File: config.mk
export PLATFORM = sky130hd
export DESIGN_NAME = fetch_redirect_ctrl_flat
export DESIGN_NICKNAME = d
export VERILOG_FILES = /design/src/rtl/fetch_redirect_ctrl_if.sv /design/src/rtl/fetch_redirect_ctrl.sv /design/src/flat_wrapper.sv
export SDC_FILE = /design/constraint.sdc
export NUM_CORES = 1
export LEC_CHECK = 0
export ABC_AREA = 0
export BUFFER_PORTS_ARGS = -buffer_cell sky130_fd_sc_hd__buf_4
export CAP_MARGIN = 20
export CORE_ASPECT_RATIO = 0.9
export CORE_MARGIN = 4
export CORE_UTILIZATION = 38
export CTS_CLUSTER_DIAMETER = 200
export DETAILED_ROUTE_END_ITERATION = 12
export PLACE_DENSITY = 0.67
export SLEW_MARGIN = 40
export SYNTH_ARGS = -nofsm -noshare
export SYNTH_HDL_FRONTEND = slang
export SYNTH_SLANG_ARGS = --single-unit
File: constraint.sdc
create_clock -name clk -period 2.01 [get_ports clk]
set_input_delay 0.201 -clock clk [delete_from_list [all_inputs] [get_ports clk]]
set_output_delay 0.201 -clock clk [all_outputs]
set_load 0.02 [all_outputs]
File: src/rtl/fetch_redirect_ctrl_if.sv
// Fetch-redirect bundle between the fetch PC owner (master) and the
// branch/decode/predictor side of the pipeline (slave).
interface fetch_redirect_ctrl_if #(
    parameter int ADDR_LEN = 32
);
    logic                stall_if;
    logic                mispred_valid;
    logic [ADDR_LEN-1:0] mispred_pc;
    logic                jal_valid;
    logic [ADDR_LEN-1:0] jal_pc;
    logic                pred_taken;
    logic [ADDR_LEN-1:0] pred_pc;
    logic [ADDR_LEN-1:0] pc;
    logic                pc_valid;
    logic                kill_if;
    logic [1:0]          redirect_src;

    modport master (
        input  stall_if, mispred_valid, mispred_pc, jal_valid, jal_pc,
               pred_taken, pred_pc,
        output pc, pc_valid, kill_if, redirect_src
    );

    modport slave (
        output stall_if, mispred_valid, mispred_pc, jal_valid, jal_pc,
               pred_taken, pred_pc,
        input  pc, pc_valid, kill_if, redirect_src
    );
endinterface

File: src/rtl/fetch_redirect_ctrl.sv
// Fetch PC owner: prioritised next-PC selection, stall-time redirect capture
// with replay, and a kill window that squashes packets fetched before a redirect.
module fetch_redirect_ctrl #(
    parameter int                  ADDR_LEN     = 32,
    parameter logic [ADDR_LEN-1:0] RESET_PC     = '0,
    parameter int                  FETCH_STRIDE = 8,
    parameter int                  KILL_CYCLES  = 2
) (
    input  logic                   clk,
    input  logic                   reset,
    fetch_redirect_ctrl_if.master  bus
);
    localparam int                  KW        = $clog2(KILL_CYCLES + 1);
    localparam logic [KW-1:0]       KILL_LOAD = KW'(KILL_CYCLES);
    localparam logic [ADDR_LEN-1:0] STRIDE    = ADDR_LEN'(FETCH_STRIDE);

    localparam logic [1:0] SRC_SEQ  = 2'd0;
    localparam logic [1:0] SRC_PRED = 2'd1;
    localparam logic [1:0] SRC_JAL  = 2'd2;
    localparam logic [1:0] SRC_MISP = 2'd3;

    logic [ADDR_LEN-1:0] pc_reg, pc_next;
    logic                pc_valid_reg;
    logic [1:0]          src_reg, src_next;
    logic [KW-1:0]       kill_cnt_reg, kill_cnt_next;
    logic                pend_valid_reg, pend_valid_next;
    logic                pend_misp_reg, pend_misp_next;
    logic [ADDR_LEN-1:0] pend_pc_reg, pend_pc_next;
    logic                redirect;

    // The run/hold/kill modes are orthogonal: stall_if selects hold, while the
    // kill counter and pending latch together define the kill window.
    always_comb begin
        pc_next         = pc_reg;
        src_next        = src_reg;
        kill_cnt_next   = kill_cnt_reg;
        pend_valid_next = pend_valid_reg;
        pend_misp_next  = pend_misp_reg;
        pend_pc_next    = pend_pc_reg;
        redirect        = 1'b0;

        if (!bus.stall_if) begin
            // Any unstalled cycle consumes or supersedes the pending entry.
            pend_valid_next = 1'b0;
            if (bus.mispred_valid) begin
                pc_next  = bus.mispred_pc;
                src_next = SRC_MISP;
                redirect = 1'b1;
            end else if (pend_valid_reg && pend_misp_reg) begin
                pc_next  = pend_pc_reg;
                src_next = SRC_MISP;
                redirect = 1'b1;
            end else if (bus.jal_valid) begin
                pc_next  = bus.jal_pc;
                src_next = SRC_JAL;
                redirect = 1'b1;
            end else if (pend_valid_reg) begin
                pc_next  = pend_pc_reg;
                src_next = SRC_JAL;
                redirect = 1'b1;
            end else if (bus.pred_taken) begin
                pc_next  = bus.pred_pc;
                src_next = SRC_PRED;
            end else begin
                pc_next  = pc_reg + STRIDE;
                src_next = SRC_SEQ;
            end

            if (redirect) begin
                kill_cnt_next = KILL_LOAD;
            end else if (kill_cnt_reg != '0) begin
                kill_cnt_next = kill_cnt_reg - KW'(1);
            end
        end else begin
            // A jal may replace an older jal but never a pending mispredict.
            if (bus.mispred_valid) begin
                pend_valid_next = 1'b1;
                pend_misp_next  = 1'b1;
                pend_pc_next    = bus.mispred_pc;
            end else if (bus.jal_valid && !(pend_valid_reg && pend_misp_reg)) begin
                pend_valid_next = 1'b1;
                pend_misp_next  = 1'b0;
                pend_pc_next    = bus.jal_pc;
            end
        end
    end

    always_ff @(posedge clk) begin
        if (reset) begin
            pc_reg         <= RESET_PC;
            pc_valid_reg   <= 1'b0;
            src_reg        <= SRC_SEQ;
            kill_cnt_reg   <= '0;
            pend_valid_reg <= 1'b0;
            pend_misp_reg  <= 1'b0;
            pend_pc_reg    <= '0;
        end else begin
            pc_reg         <= pc_next;
            pc_valid_reg   <= 1'b1;
            src_reg        <= src_next;
            kill_cnt_reg   <= kill_cnt_next;
            pend_valid_reg <= pend_valid_next;
            pend_misp_reg  <= pend_misp_next;
            pend_pc_reg    <= pend_pc_next;
        end
    end

    assign bus.pc           = pc_reg;
    assign bus.pc_valid     = pc_valid_reg;
    assign bus.redirect_src = src_reg;
    assign bus.kill_if      = (kill_cnt_reg != '0) || pend_valid_reg;
endmodule

File: src/flat_wrapper.sv
// flat-port wrapper written by rule: the top's interface ports become plain ports
module fetch_redirect_ctrl_flat 
#(
    parameter int                  ADDR_LEN     = 32,
    parameter logic [ADDR_LEN-1:0] RESET_PC     = '0,
    parameter int                  FETCH_STRIDE = 8,
    parameter int                  KILL_CYCLES  = 2
)
  (clk, reset, bus_stall_if, bus_mispred_valid, bus_mispred_pc, bus_jal_valid, bus_jal_pc, bus_pred_taken, bus_pred_pc, bus_pc, bus_pc_valid, bus_kill_if, bus_redirect_src);
  fetch_redirect_ctrl_if #(.ADDR_LEN(ADDR_LEN)) bus_i ();
  input  logic clk;
  input  logic reset;
  input wire logic [$bits(bus_i.stall_if)-1:0] bus_stall_if;
  input wire logic [$bits(bus_i.mispred_valid)-1:0] bus_mispred_valid;
  input wire logic [$bits(bus_i.mispred_pc)-1:0] bus_mispred_pc;
  input wire logic [$bits(bus_i.jal_valid)-1:0] bus_jal_valid;
  input wire logic [$bits(bus_i.jal_pc)-1:0] bus_jal_pc;
  input wire logic [$bits(bus_i.pred_taken)-1:0] bus_pred_taken;
  input wire logic [$bits(bus_i.pred_pc)-1:0] bus_pred_pc;
  output wire logic [$bits(bus_i.pc)-1:0] bus_pc;
  output wire logic [$bits(bus_i.pc_valid)-1:0] bus_pc_valid;
  output wire logic [$bits(bus_i.kill_if)-1:0] bus_kill_if;
  output wire logic [$bits(bus_i.redirect_src)-1:0] bus_redirect_src;
  assign bus_i.stall_if = bus_stall_if;
  assign bus_i.mispred_valid = bus_mispred_valid;
  assign bus_i.mispred_pc = bus_mispred_pc;
  assign bus_i.jal_valid = bus_jal_valid;
  assign bus_i.jal_pc = bus_jal_pc;
  assign bus_i.pred_taken = bus_pred_taken;
  assign bus_i.pred_pc = bus_pred_pc;
  assign bus_pc = bus_i.pc;
  assign bus_pc_valid = bus_i.pc_valid;
  assign bus_kill_if = bus_i.kill_if;
  assign bus_redirect_src = bus_i.redirect_src;
  fetch_redirect_ctrl #(.ADDR_LEN(ADDR_LEN), .RESET_PC(RESET_PC), .FETCH_STRIDE(FETCH_STRIDE), .KILL_CYCLES(KILL_CYCLES)) u_core (.clk(clk), .reset(reset), .bus(bus_i));
endmodule
==> results by stage, run 1 <==
Run status:
- The run finished with clean final reports.

Logic synthesis:
- The post-synthesis sequential element count is 71.
- In this run, synthesis inferred 0 flip-flops with an integrated enable.
- The largest total area in the synthesized netlist belongs to sky130_fd_sc_hd__dfxtp_1.
- The cell area that synthesis handed to floorplanning was 0.00480 mm².
- The fraction of synthesis flops using an asynchronous set or reset pin is 0%.
- Sorting the synthesized cells by area gives the leading types as sky130_fd_sc_hd__dfxtp_1 30%, sky130_fd_sc_hd__nor2_1 6.9%, sky130_fd_sc_hd__mux2i_1 5.2%.
- The sequential element share of the synthesized area is 29.6%.
- The most frequently used cell type in the post-synthesis netlist is sky130_fd_sc_hd__nor2_1.
- Yosys printed 0 warnings.
- The post-synthesis cell type count is 68.
- Synthesis handed over a netlist of 606 instances.
- Averaged over all synthesized cells, the footprint is 7.93 µm².
- The post-synthesis net count is 710.
- For this run, the leading register cell type out of synthesis is sky130_fd_sc_hd__dfxtp_1.
- The top-area cell type share of the netlist area is 29.6%.
- By count the netlist is led by 88 x sky130_fd_sc_hd__nor2_1, 71 x sky130_fd_sc_hd__dfxtp_1, 44 x sky130_fd_sc_hd__nand2_1, 39 x sky130_fd_sc_hd__clkbuf_1, 27 x sky130_fd_sc_hd__a211oi_1.

Worst setup path:
- STA puts the critical path data arrival time at 2180 ps.
- STA classifies the critical path startpoint as a flip-flop.
- Walking the worst path, the cells encountered are nand4_1 -> or2_4 -> or4_2 -> nand3_1 -> a22o_1.
- The reg2reg setup slack is 120 ps.
- The required time of the critical path is 2300 ps.
- The destination of the critical timing path is u_core.bus.pc[20].
- The critical path starts at u_core.bus.pc[6].
- The setup path with the least slack is of type reg2reg.
- The worst register-to-register path ends at u_core.bus.pc[20].
- The critical-path maximum fanout is 9.
- For the worst flop-to-flop path, the logic depth is 5.
- The worst reg2reg path startpoint is u_core.bus.pc[6].
- Among all stages on the critical path, the largest delay is contributed by sky130_fd_sc_hd__or4_2.
- The type of destination of the critical path is a flip-flop.
- In this design, the stage delay of the slowest critical-path cell is 610 ps.

GRT:
- For this run, global-route usage on met3 was measured as 5.32%.
- The total track usage is 27.1%.
- Entering global routing, the biggest net connects 34 pins.
- Summed over all layers, the global routing overflow is 0.
- The number of global-route vias before repair is 5566.
- For met2 alone, demand over resource in global routing was 43.2%.
- The global-route wire length before repair is 30.7 mm.
- The most congested layer reported by global routing is met2.
- The global-route met1 utilization is 36.2%.
- The number of antenna violations at the first check in global routing was 0.

Worst hold path:
- The min-delay analysis places its worst path in the category in2reg.
- The worst hold path stage count is 2.

Final layout:
- The final design instance area without fill is 0.00666 mm².
- 0 antenna diodes ended up in the layout.
- The utilization of the core after routing is 54.5%.
- The final layout contains 880 nets.
- The layout has 1158 filler cells.
- The area added between synthesis and finish is 38.7%.
- The final cell count without fillers is 941.
- The fraction of layout cells with a size suffix above 1 is 33.8%.

Detailed routing:
- After detailed routing, the number of vias per cell comes to 6.08.
- The detailed router placed 5719 vias in this run.
- In this run, the number of DRC markers left after iteration 0 of detailed routing was 522.
- The pre-antenna-repair detailed-routing pass consisted of 5 iterations.
- For this run, design rule violations remaining after detail routing come to 0.
- The routed design has 20.1 mm of wire.
- After detailed routing, the average wire length per cell comes to 21.3 µm.
- Once detail routing completed, the nets flagged for antenna violations numbered 0.

STA:
- Between clock sinks in the finished design, the worst skew comes to 4.26 ps.
- On the final layout, the worst hold slack is 140 ps.
- The final-report max-slew violation count was 0.
- The routed design could run at a clock period as short as 1890 ps.
- At the pin with the least slew margin, the transition time is 570 ps.
- Setup repair after global routing left no endpoint under its margin.
- In this run the tightest slew margin relative to its limit is 61.8%.
- The total negative slack is 0 ps.
- For this run, the top clock speed supported by timing is 530 MHz.
- The final setup violation count is 0.
- The fraction of the cycle the final worst path needs is 93.9%.
- The number of hold-slack violations in the final timing report is 0.

Clock network:
- The clock latency on the worst-skew pair is 340 ps.
- The clock tree root driver cell is sky130_fd_sc_hd__clkbuf_16.
- Clock tree synthesis inserted a total of 9 buffers.
- The clock-pin slew reported for the worst setup and hold paths after clock tree synthesis is 60 ps.
- The number of clock sinks seen by CTS is 71.
- No sink is reached through more buffers than the 2 on the longest clock path.
- Hold repair after CTS inserted 0 buffers.
- In this run the number of H-tree levels came out at 3.
- TritonCTS built the clock tree.

Die:
- The die extent in x is 127 µm.
- The total core area is 0.0122 mm².
- The total I/O pin count is 138.
- The die area is 0.0145 mm².
- The initial core utilization is 39.3%.
- The placement row count is 38.
- From bottom edge to top edge, the die measures 115 µm.

Place:
- The placed instances occupy a cell area of 0.00637 mm².
- The global placement routability congestion is 0.973.
- The HPWL after detailed placement is 15.1 mm.
- The count of buffers inserted at the top-level ports is 137.
- The cell total after placement is 925.

Power and ir drop:
- The total power per unit cell area is 653 mW/mm².
- The standby leakage power is 2.80 nW.
- Across the VDD grid, the largest voltage drop is 0.446 mV.

Run:
- The number of violations of the max-capacitance limit is 0.
==> critical path: cells and delay by family (launching register included) <==
family | cells | cell delay [ps]
compound gates | 1 | 110
flops | 1 | 390
simple gates | 4 | 1330
==> cell usage in the layout (no fill, tap or decap), types with 8 or more instances in the layout <==
| master | synthesis | final |
|---|---|---|
| sky130_fd_sc_hd__buf_4 | 0 | 209 |
| sky130_fd_sc_hd__a21oi_1 | 26 | 26 |
| sky130_fd_sc_hd__nor2_1 | 88 | 88 |
| sky130_fd_sc_hd__a31oi_1 | 8 | 8 |
| sky130_fd_sc_hd__inv_1 | 14 | 14 |
| sky130_fd_sc_hd__a221oi_1 | 18 | 18 |
| sky130_fd_sc_hd__mux2i_1 | 25 | 25 |
| sky130_fd_sc_hd__a221o_1 | 8 | 8 |
| sky130_fd_sc_hd__dfxtp_1 | 71 | 64 |
| sky130_fd_sc_hd__o22ai_1 | 14 | 14 |
| sky130_fd_sc_hd__xnor2_1 | 14 | 14 |
| sky130_fd_sc_hd__a311oi_1 | 9 | 9 |
| sky130_fd_sc_hd__o21ai_0 | 23 | 23 |
| sky130_fd_sc_hd__clkbuf_16 | 0 | 9 |
| sky130_fd_sc_hd__o221a_2 | 8 | 8 |
| sky130_fd_sc_hd__o221ai_1 | 10 | 10 |
| sky130_fd_sc_hd__nor3_1 | 14 | 14 |
| sky130_fd_sc_hd__a211oi_1 | 27 | 27 |
| sky130_fd_sc_hd__nand2b_1 | 8 | 8 |
| sky130_fd_sc_hd__nand3_1 | 20 | 20 |
| sky130_fd_sc_hd__nand2_1 | 44 | 44 |
==> layout make-up <==
cell class / instances / area [µm²] / area share (%)
inverters: 16 / 60.1 / 0.902
clock inverters: 4 / 20.0 / 0.301
flip-flops and latches: 71 / 1430 / 21.5
clock buffers: 12 / 256 / 3.85
well taps: 160 / 200 / 3.01
multi-input cells: 466 / 3070 / 46.0
repair buffers: 212 / 1630 / 24.5
==> power by group <==
| part | internal [mW] | switching, mW |
|---|---|---|
| sequential | 1.52 | 0.0897 |
| combinational | 0.559 | 0.649 |
| clock | 0.895 | 0.633 |
| total | 2.98 | 1.37 |
==> stage by stage <==
stage	power, mW	setup WS, ps
global route	4.53	2.05
CTS	4.36	55.7
global placement	2.81	51.5
floorplan	2.24	9.58
detailed placement	2.83	2.67
finish	4.35	123
==> layer usage <==
layer | share of wire (%) | vias to the layer above
met5 | 0 | -
met4 | 3.4 | 0
met3 | 8.3 | 42
met2 | 45 | 320
met1 | 43 | 2717
li1 | - | 2640
==> kinds of logic (layout without fill, tap and decap cells) <==
group | Yosys count | in the layout | synth area share (%)
adder cells (fa/ha/maj) | 2 | 2 | 0.521
AND/OR/NAND/NOR | 212 | 212 | 21.3
buffers and inverters | 69 | 244 | 6.93
AO/OA/AOI/OAI | 204 | 204 | 32.1
XOR/XNOR | 19 | 19 | 3.46
multiplexers | 29 | 29 | 6.15
flip-flops | 71 | 71 | 29.6
==> repair_timing <==
action,in CTS,in global routing
cloned,0,0
pin swaps,0,0
setup buffers,0,0
setup endpoints to repair,3,6
gates resized for setup,1,3
==> worst min-delay path by stage <==
stage	startpoint	endpoint	slack [ps]
after floorplan	reset	u_core.bus.pc[21]	350
after detailed placement	reset	u_core.bus.redirect_src[1]	480
after global routing	reset	u_core.bus.pc[28]	140
final	reset	u_core.bus.pc[28]	140
after CTS	reset	u_core.bus.pc[28]	120
after global placement	reset	u_core.bus.pc[28]	470
Note: power is estimated with default switching activity, not from simulation.
==> inputs of run 2 (changes only) <==
Settings changed: CORE_MARGIN 4 to not set, PLACE_DENSITY 0.67 to not set, PLACE_DENSITY_LB_ADDON set to 0.15, SLEW_MARGIN 40 to 20.
==> run 2 against run 1 <==
- core utilization is 0.33 points higher
- power fell by 0.44%
- sequential share of layout area barely moved
- critical path depth unchanged
- sequential power is essentially flat
- cell count shrank 0.32%
- critical endpoint unchanged
- flip-flop and latch count stayed put
- combinational power hardly changed
- first-iteration DRC count increased by 11%
- die area decreased by 9.7%
==> results by stage, run 2 (synthesis gave the netlist of run 1 again) <==
Run status:
- The flow ran to the end, and the final reports show no timing, DRC or antenna violations.

STA:
- The final setup violation count is 0 (unchanged).
- The worst hold slack after final layout was 152 ps (+11.9 ps).
- The maximum clock rate was 516 MHz (-2.6%).
- Setup repair after global routing left no endpoint under its margin.
- The shortest period the worst path allows came to 1940 ps (+49.5 ps).
- The headroom to the max-slew limit came to 62.4% (+0.63 points).
- The final-report max-slew violation count is 0 (unchanged).
- The fraction of the cycle the final worst path needs is 96.3% (+2.5 points).
- The worst-case clock skew is 5.98 ps (+1.73 ps).
- The final critical-path setup slack is 73.8 ps (-49.5 ps).
- The number of hold-slack violations in the final timing report is 0 (unchanged).
- The pin slew with the least headroom to its limit is 555 ps (-14.8 ps).

Detailed routing:
- The number of DRC violations after detailed-routing iteration 0 is 580 (+11%).
- The average wire per standard cell is 21.0 µm (-1.7%).
- The total via count in the routed design is 5628 (-1.6%).
- The vias per cell is 6.00 (-1.3%).
- The number of detailed-routing iterations run before antenna repair came to 5 (unchanged).
- The remaining design rule violation count is 0 (unchanged).
- The post-route antenna net violation count is 0 (unchanged).
- The post-detailed-routing wire length came to 19.7 mm (-2.0%).

Clock network:
- The buffers inserted during post-CTS setup optimization is 0 (unchanged).
- The number of clock sinks seen by CTS is 71 (unchanged).
- The total clock buffers created by CTS is 9 (unchanged).
- The clock latency on the worst-skew pair is 340 ps (about the same).
- The depth of the CTS H-tree is 3 (unchanged).
- The number of buffers between clock root and the deepest sink is 2 (unchanged).
- The tree is rooted in a sky130_fd_sc_hd__clkbuf_16.
- The clock-pin slew reported for the worst setup and hold paths after clock tree synthesis is 60 ps (about the same).
- TritonCTS built the clock tree.

Worst setup path:
- The worst path buffer plus inverter count is 0 (unchanged).
- The cell class contributing the biggest share of worst-path delay is simple AND/OR/NAND/NOR gates.
- The type of destination of the critical path is a flip-flop.
- Among all stages on the critical path, the largest delay is contributed by sky130_fd_sc_hd__or4_2.
- The reg2reg setup slack is 70 ps (-50 ps).
- The startpoint type of the worst setup path is a flip-flop.
- The required time of the critical path came to 2300 ps (about the same).
- The cell depth of the worst setup path was 5 (unchanged).
- The worst path arrival time is 2220 ps (+40 ps).
- The most critical setup path has its startpoint at u_core.bus.pc[6].
- The endpoint identified for the worst register-to-register timing path is u_core.bus.pc[20].
- The number of cell instances on the worst register-to-register path is 5 (unchanged).
- The signal on the critical path passes through nand4_1 -> or2_4 -> or4_2 -> nand3_1 -> a22o_1.
- The critical-path maximum fanout came to 9 (unchanged).
- The peak per-stage delay on the critical path came to 610 ps (about the same).
- In this run the critical register-to-register path is launched from u_core.bus.pc[6].
- The type of the setup path with the least slack is reg2reg.
- The destination of the critical timing path is u_core.bus.pc[20].

Power and ir drop:
- The peak supply drop is 0.437 mV (-1.9%).
- The total power per unit cell area was 649 mW/mm² (-0.65%).
- The standby leakage power came to 2.79 nW (-0.24%).

Die:
- The total I/O pin count is 138 (unchanged).
- The die extent in x is 121 µm (-4.7%).
- The y dimension of the die came to 109 µm (-5.2%).
- The placement row count is 38 (unchanged).
- The total core area was 0.0122 mm² (-0.39%).
- The initial core utilization is 39.5% (+0.15 points).
- The die area was 0.0131 mm² (-9.7%).

Final layout:
- The count of nets after finishing was 879 (-0.11%).
- The fraction of layout cells with a size suffix above 1 is 33.9% (+0.13 points).
- Compared with the post-synthesis result, the final layout area differs by 39.0%.
- The top cell types in the final layout, fill and taps aside, are 207 x sky130_fd_sc_hd__buf_4, 88 x sky130_fd_sc_hd__nor2_1, 64 x sky130_fd_sc_hd__dfxtp_1, 43 x sky130_fd_sc_hd__nand2_1, 27 x sky130_fd_sc_hd__a211oi_1.
- The antenna diode count is 0 (unchanged).
- Leaving out fill and tap cells, the most frequent cell in the layout is sky130_fd_sc_hd__buf_4.
- The final design instance area without fill is 0.00668 mm² (+0.21%).

Place:
- The placed wire-length estimate is 14.8 mm (-2.0%).
- The setup slack after placement was -89.3 ps (-92.0 ps).
- The global placement routability congestion is 0.953 (-2.1%).
- The post-placement cell area is 0.00638 mm² (about the same).
- The count of buffers inserted at the top-level ports came to 137 (unchanged).

GRT:
- In this run the most used layer during global routing was met2.
- The global-route wire length before repair was 30.3 mm (-1.4%).
- The global-route track usage on met2 came to 51.0% (+7.8 points).
- The met3 capacity usage during global routing is 5.28% (-0.035 points).
- The total track usage is 30.8% (+3.7 points).
- The global-route met1 utilization came to 40.0% (+3.7 points).
- The remaining global-route overflow is 0 (unchanged).
- The number of antenna violations at the first check in global routing was 0 (unchanged).
- The largest net degree at the start of global routing is 41 (+21%).
- The number of global-route vias before repair was 5420 (-2.6%).

Worst hold path:
- The type of the most critical hold path is in2reg.

Run:
- The number of violations of the max-capacitance limit is 0 (unchanged).
## run 2: changes by cell type in the layout (fill, tap and decap cells not counted)
| cell | previous run | this run |
|---|---|---|
| sky130_fd_sc_hd__o311ai_1 | 0 | 1 |
| sky130_fd_sc_hd__nand2_2 | 0 | 1 |
| sky130_fd_sc_hd__clkbuf_1 | 1 | 2 |
| sky130_fd_sc_hd__a2111oi_0 | 3 | 1 |
| sky130_fd_sc_hd__buf_12 | 3 | 4 |
| sky130_fd_sc_hd__o311ai_0 | 1 | 0 |
| sky130_fd_sc_hd__buf_4 | 209 | 207 |
| sky130_fd_sc_hd__a2111oi_2 | 2 | 5 |
| sky130_fd_sc_hd__a2111oi_1 | 2 | 1 |
| sky130_fd_sc_hd__nand2_1 | 44 | 43 |
| sky130_fd_sc_hd__clkinv_2 | 4 | 1 |
## run 2: stage by stage
step	total power [mW]	utilization, %	TNS, ps	instances
finish	4.33	54.8	0	938
global route	4.49	54.8	0	938
CTS	4.32	54.7	0	938
detailed placement	2.83	52.4	-178	924
global placement	2.81	52.4	-144	924
floorplan	2.24	-	0	606
## run 2: how the worst min path moves through the flow
stage                          start  cells after the start                    end  slack (ps)
finish                 bus_jal_pc[6]                      3  u_core.pend_pc_reg[6]         150
global route           bus_jal_pc[2]                      3  u_core.pend_pc_reg[2]         170
CTS                    bus_jal_pc[6]                      3  u_core.pend_pc_reg[6]         140
detailed placement  u_core.bus.pc[0]                      2       u_core.bus.pc[0]         480
global placement    u_core.bus.pc[1]                      2       u_core.bus.pc[1]         480
floorplan                      reset                      2      u_core.bus.pc[21]         350
## run 2: layer usage
layer	vias up	share of wire [%]	routed length, µm
met5	-	0	0
li1	2646	-	-
met2	296	46	9150
met1	2643	43	8420
met3	43	7.5	1470
met4	0	3.3	642
## run 2: worst reg2reg max path, cell delays in order (launching register included)
cell and delay [ps]:
sky130_fd_sc_hd__dfxtp_2 400, sky130_fd_sc_hd__nand4_1 250, sky130_fd_sc_hd__or2_4 380, sky130_fd_sc_hd__or4_2 620
sky130_fd_sc_hd__nand3_1 110, sky130_fd_sc_hd__a22o_1 130
## run 2: what timing repair did
item / 4_1_cts / 5_1_grt
gates cloned: 0 / 0
gates resized for setup: 4 / 7
hold buffers: 0 / 0
setup endpoints to repair: 4 / 8
pin swaps: 0 / 1
## run 2: cell type report
cell class | count | area [µm²]
Clock buffer | 13 | 260
Clock inverter | 1 | 5.00
Fill cell | 1159 | 5500
Inverter | 16 | 60.1
Multi-Input combinational cell | 466 | 3090
Sequential cell | 71 | 1430
Tap cell | 160 | 200
Timing Repair Buffer | 211 | 1630
## run 2: power breakdown
group | internal, mW | switching (mW)
combinational | 0.561 | 0.651
clock | 0.888 | 0.611
sequential | 1.52 | 0.0944
total | 2.97 | 1.36
==> inputs of run 3 (changes only) <==
Settings changed: BUFFER_PORTS_ARGS -buffer_cell sky130_fd_sc_hd__buf_4 to not set, CAP_MARGIN 20 to 40, DONT_BUFFER_PORTS set to 1.
==> run 3 against run 2 <==
- count of clock-buffer cells in the layout unchanged
- setup slack better by 28 ps
- flip-flop and latch count unchanged
- core utilization is 8.5 points lower
- non-clock buffer count is 142 lower
- power is 1.6% lower
==> results by stage, run 3 (synthesis gave the netlist of run 1 again) <==
Clock network:
- In this run the clock root is driven by a sky130_fd_sc_hd__clkbuf_16.
- The clock latency on the worst-skew pair was 340 ps (about the same).
- The number of clock sinks seen by CTS is 71 (unchanged).
- The buffers inserted during post-CTS setup optimization is 0 (unchanged).
- The total clock buffers created by CTS is 9 (unchanged).
- The depth of the CTS H-tree is 3 (unchanged).
- The number of buffers between clock root and the deepest sink is 2 (unchanged).
- The clock-pin slew reported for the worst setup and hold paths after clock tree synthesis is 60 ps (about the same).
- The TritonCTS clock tree is done.

STA:
- The final-report max-slew violation count is 0 (unchanged).
- Setup repair after global routing could not meet its margin everywhere.
- The headroom to the max-slew limit is 60.0% (-2.4 points).
- The final setup violation count is 0 (unchanged).
- The fraction of the cycle the final worst path needs came to 94.9% (-1.4 points).
- The pin slew with the least headroom to its limit came to 600 ps (+45.2 ps).
- The worst hold slack after final layout came to 11.2 ps (-141 ps).
- The maximum clock rate is 524 MHz (+1.5%).
- The shortest period the worst path allows is 1910 ps (-28.0 ps).
- The number of hold-slack violations in the final timing report is 0 (unchanged).
- The total negative slack came to 0 ps (unchanged).
- The worst-case clock skew came to 6.83 ps (+0.850 ps).

Die:
- The initial core utilization is 39.5% (unchanged).
- The placement row count is 38 (unchanged).
- The die extent in x was 121 µm (unchanged).
- The die area is 0.0131 mm² (unchanged).
- The total I/O pin count is 138 (unchanged).
- The y dimension of the die was 109 µm (unchanged).
- The total core area was 0.0122 mm² (unchanged).

Detailed routing:
- The post-route antenna net violation count is 0 (unchanged).
- The number of DRC violations after detailed-routing iteration 0 is 450 (-22%).
- The post-detailed-routing wire length was 18.7 mm (-4.8%).
- The average wire per standard cell is 23.5 µm (+12%).
- The total via count in the routed design is 5052 (-10%).
- The vias per cell is 6.33 (+5.5%).
- The number of detailed-routing iterations run before antenna repair is 5 (unchanged).
- The remaining design rule violation count is 0 (unchanged).

Final layout:
- The library cell used most frequently in the layout, excluding fill and tap cells, is sky130_fd_sc_hd__nor2_1.
- The total of fill cells in the finished design was 1260 (+8.7%).
- The count of nets after finishing is 737 (-16%).
- The final cell count without fillers was 798 (-15%).
- The fraction of layout cells with a size suffix above 1 came to 19.3% (-15 points).
- Compared with the post-synthesis result, the final layout area differs by 17.5%.
- The antenna diode count is 0 (unchanged).
- In the layout the commonest cells are 88 x sky130_fd_sc_hd__nor2_1, 65 x sky130_fd_sc_hd__buf_4, 63 x sky130_fd_sc_hd__dfxtp_1, 44 x sky130_fd_sc_hd__nand2_1, 27 x sky130_fd_sc_hd__a211oi_1.

Run status:
- The run finished with clean final reports.

Place:
- The count of buffers inserted at the top-level ports is 0 (-100%).
- The cell total after placement came to 780 (-16%).
- The placed wire-length estimate is 13.5 mm (-8.6%).
- The global placement routability congestion is 0.912 (-4.3%).

Worst setup path:
- Among the stages of the critical path, the cell type that occurs most often is sky130_fd_sc_hd__nand3_1.
- The type of destination of the critical path is a flip-flop.
- The startpoint type of the worst setup path is a flip-flop.
- The number of cell instances on the worst register-to-register path is 5 (unchanged).
- The worst reg2reg path startpoint is u_core.bus.pc[3].
- Walking the worst path, the cells encountered are nand3_1 -> or2_2 -> or4_2 -> nand3_1 -> a22o_1.
- The type of the setup path with the least slack is reg2reg.
- The required time of the critical path is 2290 ps (about the same).
- The largest individual stage delay along the critical path comes from the cell sky130_fd_sc_hd__or4_2.
- The peak per-stage delay on the critical path is 620 ps (about the same).
- The reg2reg setup slack is 100 ps (+30 ps).
- The end of the worst register-to-register path is u_core.bus.pc[20].
- The critical-path maximum fanout is 9 (unchanged).
- The worst path arrival time is 2190 ps (-30 ps).

GRT:
- The number of antenna violations at the first check in global routing is 0 (unchanged).
- The largest net degree at the start of global routing is 73 (+78%).
- The total track usage is 29.4% (-1.5 points).
- The number of global-route vias before repair is 5067 (-6.5%).
- The global-route wire length before repair is 29.0 mm (-4.3%).
- The remaining global-route overflow came to 0 (unchanged).

Worst hold path:
- The type of the most critical hold path is in2reg.
- In this run the most critical hold path is launched from reset.
- The path with the worst hold slack has its endpoint at u_core.bus.pc[25].
- The worst hold path stage count is 2 (-1).

Run:
- The number of violations of the max-capacitance limit is 0 (unchanged).

Power and ir drop:
- The peak supply drop is 0.492 mV (+13%).
- The standby leakage power came to 2.12 nW (-24%).
- The total power per unit cell area is 755 mW/mm² (+16%).
- The power consumption was 4.26 mW (-1.6%).
-- run 3: cell types whose count changed in the layout (fill, tap and decap cells not counted), sizes merged --
| cell | change |
|---|---|
| buf | -143 |
| bufinv | +2 |
| dlygate4sd3 | +1 |
-- run 3: worst max-delay path: cells and delay by family, from the launching register on --
kind	cells	cell delay, ps
and+or+nand+nor	4	1330
DFF	1	400
AOI/OAI and AO/OA	1	120
-- run 3: worst max path at each step --
stage          depth (start not counted)                end                   from  slack, ps
6_report                               5  u_core.bus.pc[20]       u_core.bus.pc[3]        100
2_1_floorplan                          6  u_core.bus.pc[29]      u_core.bus.pc[18]         10
4_1_cts                                5  u_core.bus.pc[28]      u_core.bus.pc[19]          5
3_5_place_dp                           6   u_core.bus.pc[8]   u_core.pend_misp_reg         -5
5_1_grt                                6  u_core.bus.pc[31]       u_core.bus.pc[8]         -7
3_3_place_gp                           5   u_core.bus.pc[8]  u_core.pend_valid_reg        -40
-- run 3: routing by layer --
metal	wire length (µm)	track usage, %	share of wire (%)
met1	7760	35.6	41
met4	631	12.6	3.4
met2	8700	49.3	46
met3	1650	7.85	8.8
met5	0	0	0
-- run 3: metrics by stage --
step	cell area [µm²]	utilization, %	setup slack (ps)
6_report	5640	46.4	102
5_1_grt	5640	46.4	-6.85
4_1_cts	5620	46.2	4.68
3_5_place_dp	5260	43.2	-4.65
3_3_place_gp	5250	43.2	-40.4
2_1_floorplan	4810	-	9.58
-- run 3: layout make-up --
cell class / count / area [µm²] / share of cell area [%]
clock buffers: 13 / 260 / 4.61
inverters: 16 / 60.1 / 1.06
clock inverters: 3 / 65.1 / 1.15
flip-flops and latches: 71 / 1430 / 25.4
repair buffers: 69 / 551 / 9.76
well taps: 160 / 200 / 3.55
multi-input cells: 466 / 3080 / 54.5
-- run 3: where the power goes --
group	internal (mW)	leakage [nW]	total [mW]	switching, mW
Clock	1.15	0.160	1.78	0.625
Sequential	1.52	0.591	1.63	0.104
Combinational	0.367	1.37	0.855	0.488
Total	3.04	2.12	4.26	1.22
-- run 3: timing repair --
item / 4_1_cts / 5_1_grt
resized for setup: 1 / 6
gates cloned: 0 / 0
hold buffers: 2 / 0
setup endpoints to repair: 1 / 8
pin swaps: 0 / 0
endpoints found under the hold margin: 52 / 0
